===== src/rtl/id_inst_queue.sv =====
// id_inst_queue
// -------------
// Instruction buffer between the IF stage and the ID-stage decoder. Fetch
// pushes up to FETCH_WIDTH instructions per cycle; decode sees the oldest
// ISSUE_WIDTH entries combinationally and consumes deq_count of them.
// The queue also tracks MIPS delay slots: deq_delayslot marks an entry whose
// predecessor in program order was a branch/jump. That predecessor may already
// have left the queue, in which case the answer comes from last_branch.
// A mispredict flush can keep the first surviving entry, which is the delay
// slot of the branch that was just dequeued.
//
// Handshake: enq_ready is a function of the occupancy before the clock edge
// only. Enqueued lanes are written at the edge when enq_ready=1 and flush=0,
// and become visible on deq_* one cycle later. deq_valid[i] means head+i is
// occupied. Decode consumes min(deq_count, count) entries at the edge, or none
// while stall=1.
//
// Ports:
//   clk, rst                  clock, synchronous active-high reset
//   enq_valid[FW]             per-lane valid, contiguous from lane 0
//   enq_pc/inst/pred_addr     32 bits per lane, lane i at [32i+31:32i]
//   enq_is_branch[FW]         lane holds a branch/jump
//   enq_pred_taken[FW]        BTB taken prediction
//   enq_ready                 at least FETCH_WIDTH free slots
//   deq_valid[IW]             head+i occupied
//   deq_pc/inst/pred_addr     head entries in program order, 32 bits per lane
//   deq_pred_taken[IW]        stored prediction
//   deq_delayslot[IW]         entry is a delay slot
//   deq_count                 number of head entries consumed this cycle
//   stall                     decode stall, no entries consumed
//   flush, flush_keep_ds      discard entries, optionally keep the delay slot
//   count, full, empty        occupancy status
module id_inst_queue #(
    parameter int DEPTH       = 8,
    parameter int FETCH_WIDTH = 2,
    parameter int ISSUE_WIDTH = 2,
    parameter int CNT_W       = $clog2(DEPTH) + 1
) (
    input  logic                                 clk,
    input  logic                                 rst,
    input  logic [FETCH_WIDTH-1:0]               enq_valid,
    input  logic [32*FETCH_WIDTH-1:0]            enq_pc,
    input  logic [32*FETCH_WIDTH-1:0]            enq_inst,
    input  logic [FETCH_WIDTH-1:0]               enq_is_branch,
    input  logic [FETCH_WIDTH-1:0]               enq_pred_taken,
    input  logic [32*FETCH_WIDTH-1:0]            enq_pred_addr,
    output logic                                 enq_ready,
    output logic [ISSUE_WIDTH-1:0]               deq_valid,
    output logic [32*ISSUE_WIDTH-1:0]            deq_pc,
    output logic [32*ISSUE_WIDTH-1:0]            deq_inst,
    output logic [32*ISSUE_WIDTH-1:0]            deq_pred_addr,
    output logic [ISSUE_WIDTH-1:0]               deq_pred_taken,
    output logic [ISSUE_WIDTH-1:0]               deq_delayslot,
    input  logic [$clog2(ISSUE_WIDTH+1)-1:0]     deq_count,
    input  logic                                 stall,
    input  logic                                 flush,
    input  logic                                 flush_keep_ds,
    output logic [CNT_W-1:0]                     count,
    output logic                                 full,
    output logic                                 empty
);

    localparam int PTR_W = $clog2(DEPTH);

    // Entry storage
    logic [31:0] pc_mem   [DEPTH];
    logic [31:0] inst_mem [DEPTH];
    logic [31:0] pa_mem   [DEPTH];
    logic        br_mem   [DEPTH];
    logic        pt_mem   [DEPTH];

    logic [PTR_W-1:0] head;
    logic [PTR_W-1:0] tail;
    logic             last_branch;

    logic [FETCH_WIDTH-1:0] lane_ok;
    logic [CNT_W-1:0]       num_enq;
    logic                   do_enq;
    logic [CNT_W-1:0]       deq_req;
    logic [CNT_W-1:0]       eff_deq;
    logic [CNT_W-1:0]       remain;
    logic [PTR_W-1:0]       head_next;
    logic                   lb_next;

    // Status
    assign enq_ready = (CNT_W'(DEPTH) - count) >= CNT_W'(FETCH_WIDTH);
    assign full      = (count == CNT_W'(DEPTH));
    assign empty     = (count == '0);

    // Accepted lanes: a lane counts only if every lower lane is valid too,
    // so a stray lane-1 valid without lane 0 is ignored.
    always_comb begin
        logic run;
        run     = 1'b1;
        lane_ok = '0;
        num_enq = '0;
        for (int i = 0; i < FETCH_WIDTH; i++) begin
            run        = run & enq_valid[i];
            lane_ok[i] = run;
            num_enq    = num_enq + CNT_W'(run);
        end
    end

    assign do_enq = enq_ready && !flush;

    // Effective dequeue: clamped to the lane count and to the occupancy.
    always_comb begin
        deq_req = CNT_W'(deq_count);
        if (deq_req > CNT_W'(ISSUE_WIDTH)) begin
            deq_req = CNT_W'(ISSUE_WIDTH);
        end
        eff_deq = '0;
        if (!stall) begin
            eff_deq = (deq_req > count) ? count : deq_req;
        end
        remain    = count - eff_deq;
        head_next = head + PTR_W'(eff_deq);
        // last_branch follows the youngest consumed entry
        lb_next = last_branch;
        if (eff_deq != '0) begin
            lb_next = br_mem[head + PTR_W'(eff_deq - CNT_W'(1))];
        end
    end

    // Head window, visible with zero latency
    always_comb begin
        logic [PTR_W-1:0] idx;
        deq_valid      = '0;
        deq_pc         = '0;
        deq_inst       = '0;
        deq_pred_addr  = '0;
        deq_pred_taken = '0;
        deq_delayslot  = '0;
        for (int i = 0; i < ISSUE_WIDTH; i++) begin
            idx                    = head + PTR_W'(i);
            deq_valid[i]           = (count > CNT_W'(i));
            deq_pc[32*i +: 32]     = pc_mem[idx];
            deq_inst[32*i +: 32]   = inst_mem[idx];
            deq_pred_addr[32*i +: 32] = pa_mem[idx];
            deq_pred_taken[i]      = pt_mem[idx];
            if (i == 0) begin
                deq_delayslot[i] = last_branch;
            end else begin
                deq_delayslot[i] = br_mem[idx - PTR_W'(1)];
            end
        end
    end

    // Entry writes; contents need no reset since deq_valid gates them.
    always_ff @(posedge clk) begin
        if (!rst && do_enq) begin
            for (int i = 0; i < FETCH_WIDTH; i++) begin
                if (lane_ok[i]) begin
                    pc_mem[tail + PTR_W'(i)]   <= enq_pc[32*i +: 32];
                    inst_mem[tail + PTR_W'(i)] <= enq_inst[32*i +: 32];
                    pa_mem[tail + PTR_W'(i)]   <= enq_pred_addr[32*i +: 32];
                    br_mem[tail + PTR_W'(i)]   <= enq_is_branch[i];
                    pt_mem[tail + PTR_W'(i)]   <= enq_pred_taken[i];
                end
            end
        end
    end

    // Pointers, occupancy and delay-slot tracking
    always_ff @(posedge clk) begin
        if (rst) begin
            head        <= '0;
            tail        <= '0;
            count       <= '0;
            last_branch <= 1'b0;
        end else if (flush) begin
            // The flush acts on the state left after this cycle's dequeue.
            if (flush_keep_ds && (remain != '0)) begin
                head        <= head_next;
                tail        <= head_next + PTR_W'(1);
                count       <= CNT_W'(1);
                last_branch <= lb_next;
            end else begin
                head        <= tail;
                count       <= '0;
                // Keeping the dequeue update lets a refetched delay slot
                // still be flagged.
                last_branch <= flush_keep_ds ? lb_next : 1'b0;
            end
        end else begin
            head        <= head_next;
            last_branch <= lb_next;
            if (do_enq) begin
                tail  <= tail + PTR_W'(num_enq);
                count <= remain + num_enq;
            end else begin
                count <= remain;
            end
        end
    end

endmodule


===== config.mk =====
export PLATFORM = sky130hd
export DESIGN_NAME = id_inst_queue
export DESIGN_NICKNAME = d
export VERILOG_FILES = /design/src/rtl/id_inst_queue.sv
export SDC_FILE = /design/constraint.sdc
export NUM_CORES = 1
export LEC_CHECK = 0
export BUFFER_PORTS_ARGS = -buffer_cell sky130_fd_sc_hd__clkbuf_2
export CAP_MARGIN = 20
export CORE_ASPECT_RATIO = 0.75
export CORE_UTILIZATION = 30
export DETAILED_ROUTE_END_ITERATION = 16
export GPL_ROUTABILITY_DRIVEN = 0
export GPL_TIMING_DRIVEN = 0
export PLACE_DENSITY = 0.56
export SETUP_SLACK_MARGIN = 0.5
export SYNTH_ARGS = -nofsm -noshare
export SYNTH_HDL_FRONTEND = slang
export SYNTH_SLANG_ARGS = --single-unit

===== constraint.sdc =====
create_clock -name clk -period 13.5 [get_ports clk]
set_input_delay 2.025 -clock clk [delete_from_list [all_inputs] [get_ports clk]]
set_output_delay 2.025 -clock clk [all_outputs]
set_load 0.03 [all_outputs]

==> impl_metrics.toml, run 1 <==
[setup_path]
cp_max_fo = 11
cp_cell_sequence = "clkbuf_1 > buf_2 > buf_1 > clkbuf_1 > mux4_2 > mux2_2 > clkbuf_2"
cp_top_family = "buffers and inverters"
cp-end-kind = "output port"
reg2reg_slack_ps = 7790
start_kind = "flop"
critPathMaxStageDelay_ps = 860
crit_buf_inv = 5
cp_data_required_time_ps = 11480
timing.critical_path.mode_cell = "clkbuf_1"
critPathSlowestCell = "clkbuf_1"
arrival_ps = 5080
critPathKind = "reg -> out"

[logic_synthesis]
ys_seq_area_share_pct = 52.08
async_flop_share_pct = 0
synth-seq-cells = 795
synthFlopType = "edfxtp_1"
syn_area_per_cell_um2 = 18.17
synth_cell_types = 48
syn_inst = 2511
netlist_area_mm2 = 0.04563
synth-edff-count = 784
syn_nets = 2740
yosysWarnings = 0

[global_routing]
grt_pass1_vias = 28110
grt_pass1_wl_mm = 222.4
grt.total_usage_pct = 20.46
antenna_found_initial = 40
grt_max_degree = 20
overflow = 0

[pwr]
p_leak_uw = 0.01802
p_sw_uw = 3942
clockPowerShare_pct = 24.4
peakVddDrop_uv = 137.4
power_frac_comb_pct = 46.6
powerDensity_mw_per_mm2 = 184.8
sw_frac_of_total_pct = 38.75
intPower_uw = 6230
seqPwrFrac_pct = 29.0

[cells_and_area]
area_growth_pct = 20.65
multi_input_area_mm2 = 0.02100
drive_above_1_share_pct = 65.60
seqCellArea_mm2 = 0.02376
fillers = 14180
finalNetCount = 3339
layout.cells.non_filler = 5196
fin_area_mm2 = 0.05505

[cts]
holdBufCountCts = 0
clk_latency_ps = 710
cts_buffers = 93
cts_sinks = 795
clock_path_buffers = 3
clkTransAtPathRegs_ps = 60
cts_resized = 0
htree_levels = 3
postCtsSetupRepairBufs = 0
cts_tree = "yes"
root_buffer = "clkbuf_16"

[detailed_routing]
vias_per_cell = 5.370
drc = 0
wl_mm = 160.2
wl_per_cell_um = 30.82
ant_nets = 0
drt_iter0_drc = 2660
firstDrtPassIters = 5
via_count = 27900

[floorplanning]
die_w_um = 452.3
coreArea_mm2 = 0.1505
rows = 123
io_pins = 410
die_h_um = 339.7
start_util_pct = 30.31
dieArea_mm2 = 0.1537

[placed_design]
dp_cells = 5008
placed_area_mm2 = 0.05202
port_buffers = 409
dp_slack_ps = 7017
dp_hpwl_mm = 109.3

[status]
outcome = "complete, no violations"

[job]
maxCapViolations = 0

[timing]
worst_slew_pin_slew_ps = 1131
min_period_ps = 7103
period_share_pct = 52.62
fmax_mhz = 140.8
holdWs_ps = 498.5
final_max_slew_viol_count = 0
grt_setup_unrepaired = "no"
setup_ws_ps = 6397
hold_viol_final = 0
fin_skew_ps = 29.12
setup_violations = 0
slew_headroom_pct = 24.62

[worst_hold_path]
hp-class = "reg -> reg"
stage by stage:
stage	utilization [%]	total power, uW	TNS [ps]
2_1_floorplan	-	6055	0
3_3_place_gp	33.34	7656	-4373400
3_5_place_dp	34.56	7776	0
6_report	36.57	10170	0
4_1_cts	36.48	10270	0
5_1_grt	36.57	10560	0
power groups by stage:
stage	logic [uW]	clock network, uW	registers, uW
final	4740	2480	2950
after global routing	4980	2620	2970
after CTS	4790	2530	2950
after detailed placement	4770	0	3000
after global placement	4560	0	3100
after floorplan	3030	0	3020
layout by cell type, fill, tap and decap left out, types with 12 or more instances in the layout:
master | synthesis | final
mux2_1 | 12 | 12
mux2_2 | 970 | 970
buf_2 | 51 | 51
buf_16 | 0 | 24
buf_4 | 18 | 18
buf_12 | 0 | 23
clkbuf_1 | 72 | 89
buf_1 | 50 | 50
clkbuf_16 | 0 | 94
mux4_2 | 392 | 392
inv_1 | 19 | 19
nor2_1 | 17 | 17
edfxtp_1 | 784 | 784
clkbuf_2 | 0 | 412
ha_1 | 20 | 20
clkinv_1 | 0 | 24
diode_2 | 0 | 13
buf_8 | 0 | 48
clkinv_2 | 0 | 15
synthesized netlist by cell type, types with 7 or more instances:
| library cell | count | area (um2) |
|---|---|---|
| o21ai_0 | 9 | 45.04 |
| buf_4 | 18 | 135.1 |
| buf_2 | 51 | 255.2 |
| buf_1 | 50 | 187.7 |
| nor2_1 | 17 | 63.81 |
| clkbuf_1 | 72 | 270.3 |
| mux2_1 | 12 | 135.1 |
| xnor2_1 | 7 | 61.31 |
| edfxtp_1 | 784 | 23540 |
| mux4_2 | 392 | 8828 |
| nand2_1 | 11 | 41.29 |
| inv_1 | 19 | 71.32 |
| dfxtp_1 | 11 | 220.2 |
| mux2_2 | 970 | 10920 |
| ha_1 | 20 | 250.2 |
flip-flops by register name (all words and copies together) (netlist names):
| register | cells |
|---|---|
| inst_mem | 256 |
| tail | 3 |
| last_branch | 1 |
| head | 3 |
| count | 4 |
| pc_mem | 256 |
| pa_mem | 256 |
| pt_mem | 8 |
| br_mem | 8 |
cell type report:
| cell class | instances | share of cell area, % |
|---|---|---|
| sequential | 795 | 43.17 |
| multi-input combinational | 1501 | 38.14 |
| timing repair buffer | 504 | 7.064 |
| tap | 2000 | 4.546 |
| clock buffer | 114 | 4.409 |
| buffer | 196 | 1.650 |
| clock inverter | 54 | 0.8364 |
| inverter | 19 | 0.1296 |
| antenna | 13 | 0.05909 |
final timing paths:
| path | start | to | cells after the start |
|---|---|---|---|
| worst max-delay path | head[1] | deq_inst[30] | 7 |
| worst min-delay path | last_branch | last_branch | 2 |
| worst max register to register | head[1] | last_branch | 12 |
| worst min register to register | last_branch | last_branch | 2 |
kinds of logic after synthesis:
logic type / count (synthesis) / synth area share [%]
DFF: 795 / 52.08
adders and majority gates: 24 / 0.7240
buffers and inverters: 215 / 2.139
AOI/OAI and AO/OA: 26 / 0.3812
other: 1 / 0.008219
xor gates and xnor gates: 12 / 0.2303
and+or+nand+nor: 59 / 0.7404
muxes: 1379 / 43.70
metal layers:
metal | global-route usage (%) | part of all wire (%) | routed length, um
met1 | 27.70 | 43 | 68510
met2 | 32.70 | 47 | 75530
met3 | 5.410 | 7.7 | 12390
met4 | 4.661 | 2.2 | 3498
met5 | 0 | 0.15 | 239
worst register-to-register path: stages (launching register included):
cell and delay, ps:
dfxtp_1 340, clkbuf_1 780, buf_2 610, buf_1 810
clkbuf_1 880, inv_1 390, ha_1 400, inv_1 40
ha_1 330, mux4_2 520, mux2i_1 290, or3_1 160
a211oi_1 50
Note: power is estimated with default switching activity, not from simulation.
==> run 2, diff against run 1 <==
PLACE_DENSITY = 0.58   (was 0.56)
clock period = 5.74 ns   (was 13.5 ns; I/O delays follow)
==> run 2 against run 1 <==
Net effect:
- flip-flop and latch count unchanged
- worst setup slack lost 5700 ps
- sequential power rose by 140%
- core utilization hardly changed
- clock-buffer cell count down 4
- largest cell class unchanged
==> impl_metrics.toml, run 2 (synthesized netlist as in run 1, its figures left out) <==
[setup_path]
r2r_cells = 12
reg2reg_slack_ps = 1280
rr_startpoint = "head[1]"
cp_data_required_time_ps = 4880
arrival_ps = 4200
worstReg2RegEnd = "last_branch"
cp-startpoint = "head[0]"
cp_top_family = "buffers and inverters"
timing.critical_path.mode_cell = "clkbuf_2"
cp_max_fo = 10
start_kind = "flop"
cp_cell_sequence = "clkbuf_1 > clkbuf_2 > buf_2 > clkdlybuf4s15_1 > mux4_2 > mux2_2 > clkbuf_2"
critPathSlowestCell = "clkdlybuf4s15_1"
cp-end-kind = "output port"
crit_buf_inv = 5
critPathMaxStageDelay_ps = 790
critPathKind = "reg -> out"

[cells_and_area]
postLayoutCoreUtil_pct = 36.58
drive_above_1_share_pct = 66.19
layout.cells.non_filler = 5188
finalNetCount = 3330
final_common_cell = "mux2_2"
area_growth_pct = 20.66
mostFrequentLayoutCells = "mux2_2 (970), edfxtp_1 (784), clkbuf_2 (428), mux4_2 (392), clkbuf_16 (94)"
reg.largest.list = "inst_mem x256, pa_mem x256, pc_mem x256"

[timing]
period_share_pct = 88.19
fmax_mhz = 197.5
setup_ws_ps = 677.6
min_period_ps = 5062
hold_viol_final = 0
grt_setup_unrepaired = "no"
fin_skew_ps = 30.91
final_max_slew_viol_count = 0
fin_setup_tns_ps = 0
worst_slew_pin_slew_ps = 1092
setup_violations = 0
slew_headroom_pct = 27.23

[pwr]
p_leak_uw = 0.01805
powerDensity_mw_per_mm2 = 432.1
peakVddDrop_uv = 265.7
p_total_uw = 23790

[global_routing]
overflow = 0
grt_pass1_wl_mm = 220.9
grt_max_degree = 21
antenna_found_initial = 38
grt_pass1_vias = 28660
grt.total_usage_pct = 20.22

[cts]
cts_tree = "yes"
postCtsSetupRepairBufs = 0
cts_sinks = 795
clkTransAtPathRegs_ps = 60
clk_latency_ps = 740
holdBufCountCts = 0
root_buffer = "clkbuf_16"
htree_levels = 3
clock_path_buffers = 3
cts_buffers = 91

[floorplanning]
die_w_um = 452.3
die_h_um = 339.7
coreArea_mm2 = 0.1505
start_util_pct = 30.31
io_pins = 410
dieArea_mm2 = 0.1537
rows = 123

[worst_hold_path]
min_from = "stall"
hp-class = "in -> reg"
min_path_cells = 3
whs_endpoint = "last_branch"

[job]
maxCapViolations = 0

[detailed_routing]
wl_mm = 157.9
drt_iter0_drc = 2696
vias_per_cell = 5.409
ant_nets = 0
via_count = 28060
firstDrtPassIters = 5
drc = 0
wl_per_cell_um = 30.44

[status]
outcome = "complete, no violations"

[placed_design]
dp_cells = 5002
dp_hpwl_mm = 109.8
port_buffers = 409
dp_slack_ps = 62.22
run 2: cell types whose count changed in the layout (fill, tap and decap cells not counted), moves of 4 or more:
cell / delta
buf_1: -5
buf_16: +9
buf_8: -17
clkbuf_1: -21
clkbuf_2: +16
clkinv_1: +4
run 2: worst max-delay path by stage:
stage                     slack, ps  depth (start not counted)             to
after floorplan               -1840                          7      br_mem[2]
after global placement        -8850                          7  pa_mem[2][16]
after detailed placement         60                         12    last_branch
after CTS                       520                          7   deq_inst[20]
after global routing            500                          7   deq_inst[55]
final                           680                          7   deq_inst[52]
run 2: where the power goes:
part | internal, uW | total, uW | switching [uW]
clock | 3220 | 5760 | 2550
combinational | 4550 | 11100 | 6520
sequential | 6790 | 6950 | 166
total | 14500 | 23800 | 9240
run 2: stage by stage:
stage                     hold WS (ps)  instance area [um2]
after global placement           500.3                50230
final                            468.8                55050
after floorplan                  462.9                45680
after global routing             468.2                55040
after CTS                        414.8                54930
after detailed placement         495.9                52030
run 2: area by class of cell:
class,instances,area [um2]
well taps,2000,2502
fillers,14160,95460
clock inverters,59,445.4
inverters,19,71.32
flip-flops and latches,795,23760
repair buffers,497,3875
diodes,11,27.53
multi-input cells,1501,21000
plain buffers,196,959.7
clock buffers,110,2412
run 2: what timing repair did:
item,4_1_cts,5_1_grt
endpoints found under the hold margin,0,0
setup endpoints to repair,117,15
gates resized for setup,19,12
run 2: per-layer routing:
| metal | vias to the layer above | global-route usage, % | share of wire (%) |
|---|---|---|---|
| met1 | 14900 | 27.70 | 43 |
| met3 | 212 | 5.326 | 7.6 |
| met2 | 1109 | 31.72 | 47 |
| met5 | - | 0 | 0.15 |
| met4 | 38 | 5.056 | 2.2 |
| li1 | 11800 | - | - |
run 2: tightest hold or removal path, stage by stage:
cell and delay (ps):
clkbuf_2 100, or3_1 100, a211oi_1 60
==> run 3, diff against run 2 <==
CORE_UTILIZATION = 55   (was 30)
PLACE_DENSITY = 0.88   (was 0.58)
==> run 3 against run 2 <==
Net effect:
- sequential share of layout area is 1.3 points higher
- clock skew down 8.6 ps
- register-to-register slack worse by 140 ps
- largest power group unchanged
- critical path depth did not move
- critical path type unchanged
- total power fell by 1.5%
- sequential power about the same
- critical endpoint is now deq_inst[21]
==> impl_metrics.toml, run 3 (synthesized netlist as in run 1, its figures left out) <==
[detailed_routing]
drc = 0
wl_per_cell_um = 32.79
firstDrtPassIters = 6
ant_nets = 0
via_count = 29800
drt_iter0_drc = 3919
vias_per_cell = 6.952
wl_mm = 140.5

[global_routing]
grt_pass1_vias = 30480
grt_pass1_wl_mm = 202.2
grt_max_degree = 23
grt.total_usage_pct = 33.09
antenna_found_initial = 37
overflow = 0

[setup_path]
cp_data_required_time_ps = 4880
cp-end-kind = "output port"
critPathKind = "reg -> out"
start_kind = "flop"
cp_max_fo = 10
arrival_ps = 4340

[timing]
fin_setup_tns_ps = 0
grt_setup_unrepaired = "yes"
holdWs_ps = 500.5
fin_skew_ps = 22.36
period_share_pct = 90.64
fmax_mhz = 192.2
min_period_ps = 5203
slew_headroom_pct = 23.42
hold_viol_final = 0
worst_slew_pin_slew_ps = 1149
final_max_slew_viol_count = 0
setup_violations = 0

[cells_and_area]
mostFrequentLayoutCells = "mux2_2 (970), edfxtp_1 (784), clkbuf_2 (417), mux4_2 (392), clkbuf_16 (87)"
reg.largest.list = "inst_mem x256, pa_mem x256, pc_mem x256"
layout.cells.non_filler = 4286
area_growth_pct = 17.12
finalNetCount = 3305
drive_above_1_share_pct = 65.86
final_common_cell = "mux2_2"

[cts]
cts_buffers = 84
cts_sinks = 795
root_buffer = "clkbuf_16"
clk_latency_ps = 660
cts_tree = "yes"
clock_path_buffers = 3
htree_levels = 3
holdBufCountCts = 0
clkTransAtPathRegs_ps = 60

[pwr]
powerDensity_mw_per_mm2 = 438.4
peakVddDrop_uv = 227.9
p_leak_uw = 0.01780

[status]
outcome = "complete, no violations"

[placed_design]
port_buffers = 409
dp_hpwl_mm = 94.58
dp_cells = 4092

[floorplanning]
coreArea_mm2 = 0.08221
io_pins = 410
die_h_um = 251.4
dieArea_mm2 = 0.08413
rows = 91
die_w_um = 334.6
start_util_pct = 55.50

[job]
maxCapViolations = 0

[worst_hold_path]
hp-class = "reg -> reg"
-- run 3: changes by cell type in the layout (fill, tap and decap cells not counted), sizes merged --
cell           change
clkbuf             -4
diode             +13
inv                +1
clkinvlp           -2
clkdlybuf4s15      -3
bufinv             +7
clkinv            -14
buf               -16
-- run 3: metal layers --
| layer | track usage (%) | vias to the layer above | routed length [um] |
|---|---|---|---|
| met4 | 15.08 | 34 | 6735 |
| li1 | - | 11750 | - |
| met2 | 51.99 | 2244 | 66680 |
| met5 | 0 | - | 207 |
| met1 | 42.87 | 15300 | 49730 |
| met3 | 9.577 | 473 | 17190 |
-- run 3: layout make-up --
| class | count | area [um2] |
|---|---|---|
| Timing Repair Buffer | 479 | 3362 |
| Multi-Input combinational cell | 1501 | 20990 |
| Clock inverter | 51 | 593.1 |
| Buffer | 196 | 920.9 |
| Fill cell | 5361 | 28770 |
| Inverter | 19 | 71.32 |
| Clock buffer | 105 | 2285 |
| Antenna cell | 24 | 60.06 |
| Tap cell | 1116 | 1396 |
| Sequential cell | 795 | 23760 |
-- run 3: path summary, 6_finish.rpt --
check                                 start      endpoint  slack, ps  depth (start not counted)
worst max register to register     count[1]       tail[2]       1140                         14
worst max-delay path                head[1]  deq_inst[21]        540                          7
worst min register to register  last_branch   last_branch        500                          2
worst min-delay path            last_branch   last_branch        500                          2
-- run 3: repair_timing --
| item | in CTS | in global routing |
|---|---|---|
| setup buffers | 0 | 0 |
| gates resized for setup | 2 | 17 |
| cloned | 0 | 0 |
| setup endpoints to repair | 33 | 112 |
-- run 3: critical path, stage by stage, from the launching register on --
cell	delay, ps
dfxtp_1	450
clkbuf_1	410
buf_2	480
clkdlybuf4s15_1	720
clkbuf_1	690
mux4_2	410
mux2_2	310
clkbuf_2	200
-- run 3: report_power, final --
part	switching, uW	internal (uW)	leakage, uW
sequential	181	6790	0.00716
clock	2390	3380	0.00140
combinational	6320	4370	0.00924
-- run 3: through the flow --
step / cell area [um2] / util, % / setup WS [ps] / power [uW]
3_5_place_dp: 50290 / 61.17 / 962.7 / 17500
4_1_cts: 53170 / 64.67 / 508.7 / 23230
5_1_grt: 53410 / 64.98 / 452.7 / 24050
3_3_place_gp: 49120 / 59.75 / -7393 / 17180
6_report: 53440 / 65.01 / 537.3 / 23430
2_1_floorplan: 45680 / - / -1842 / 14200
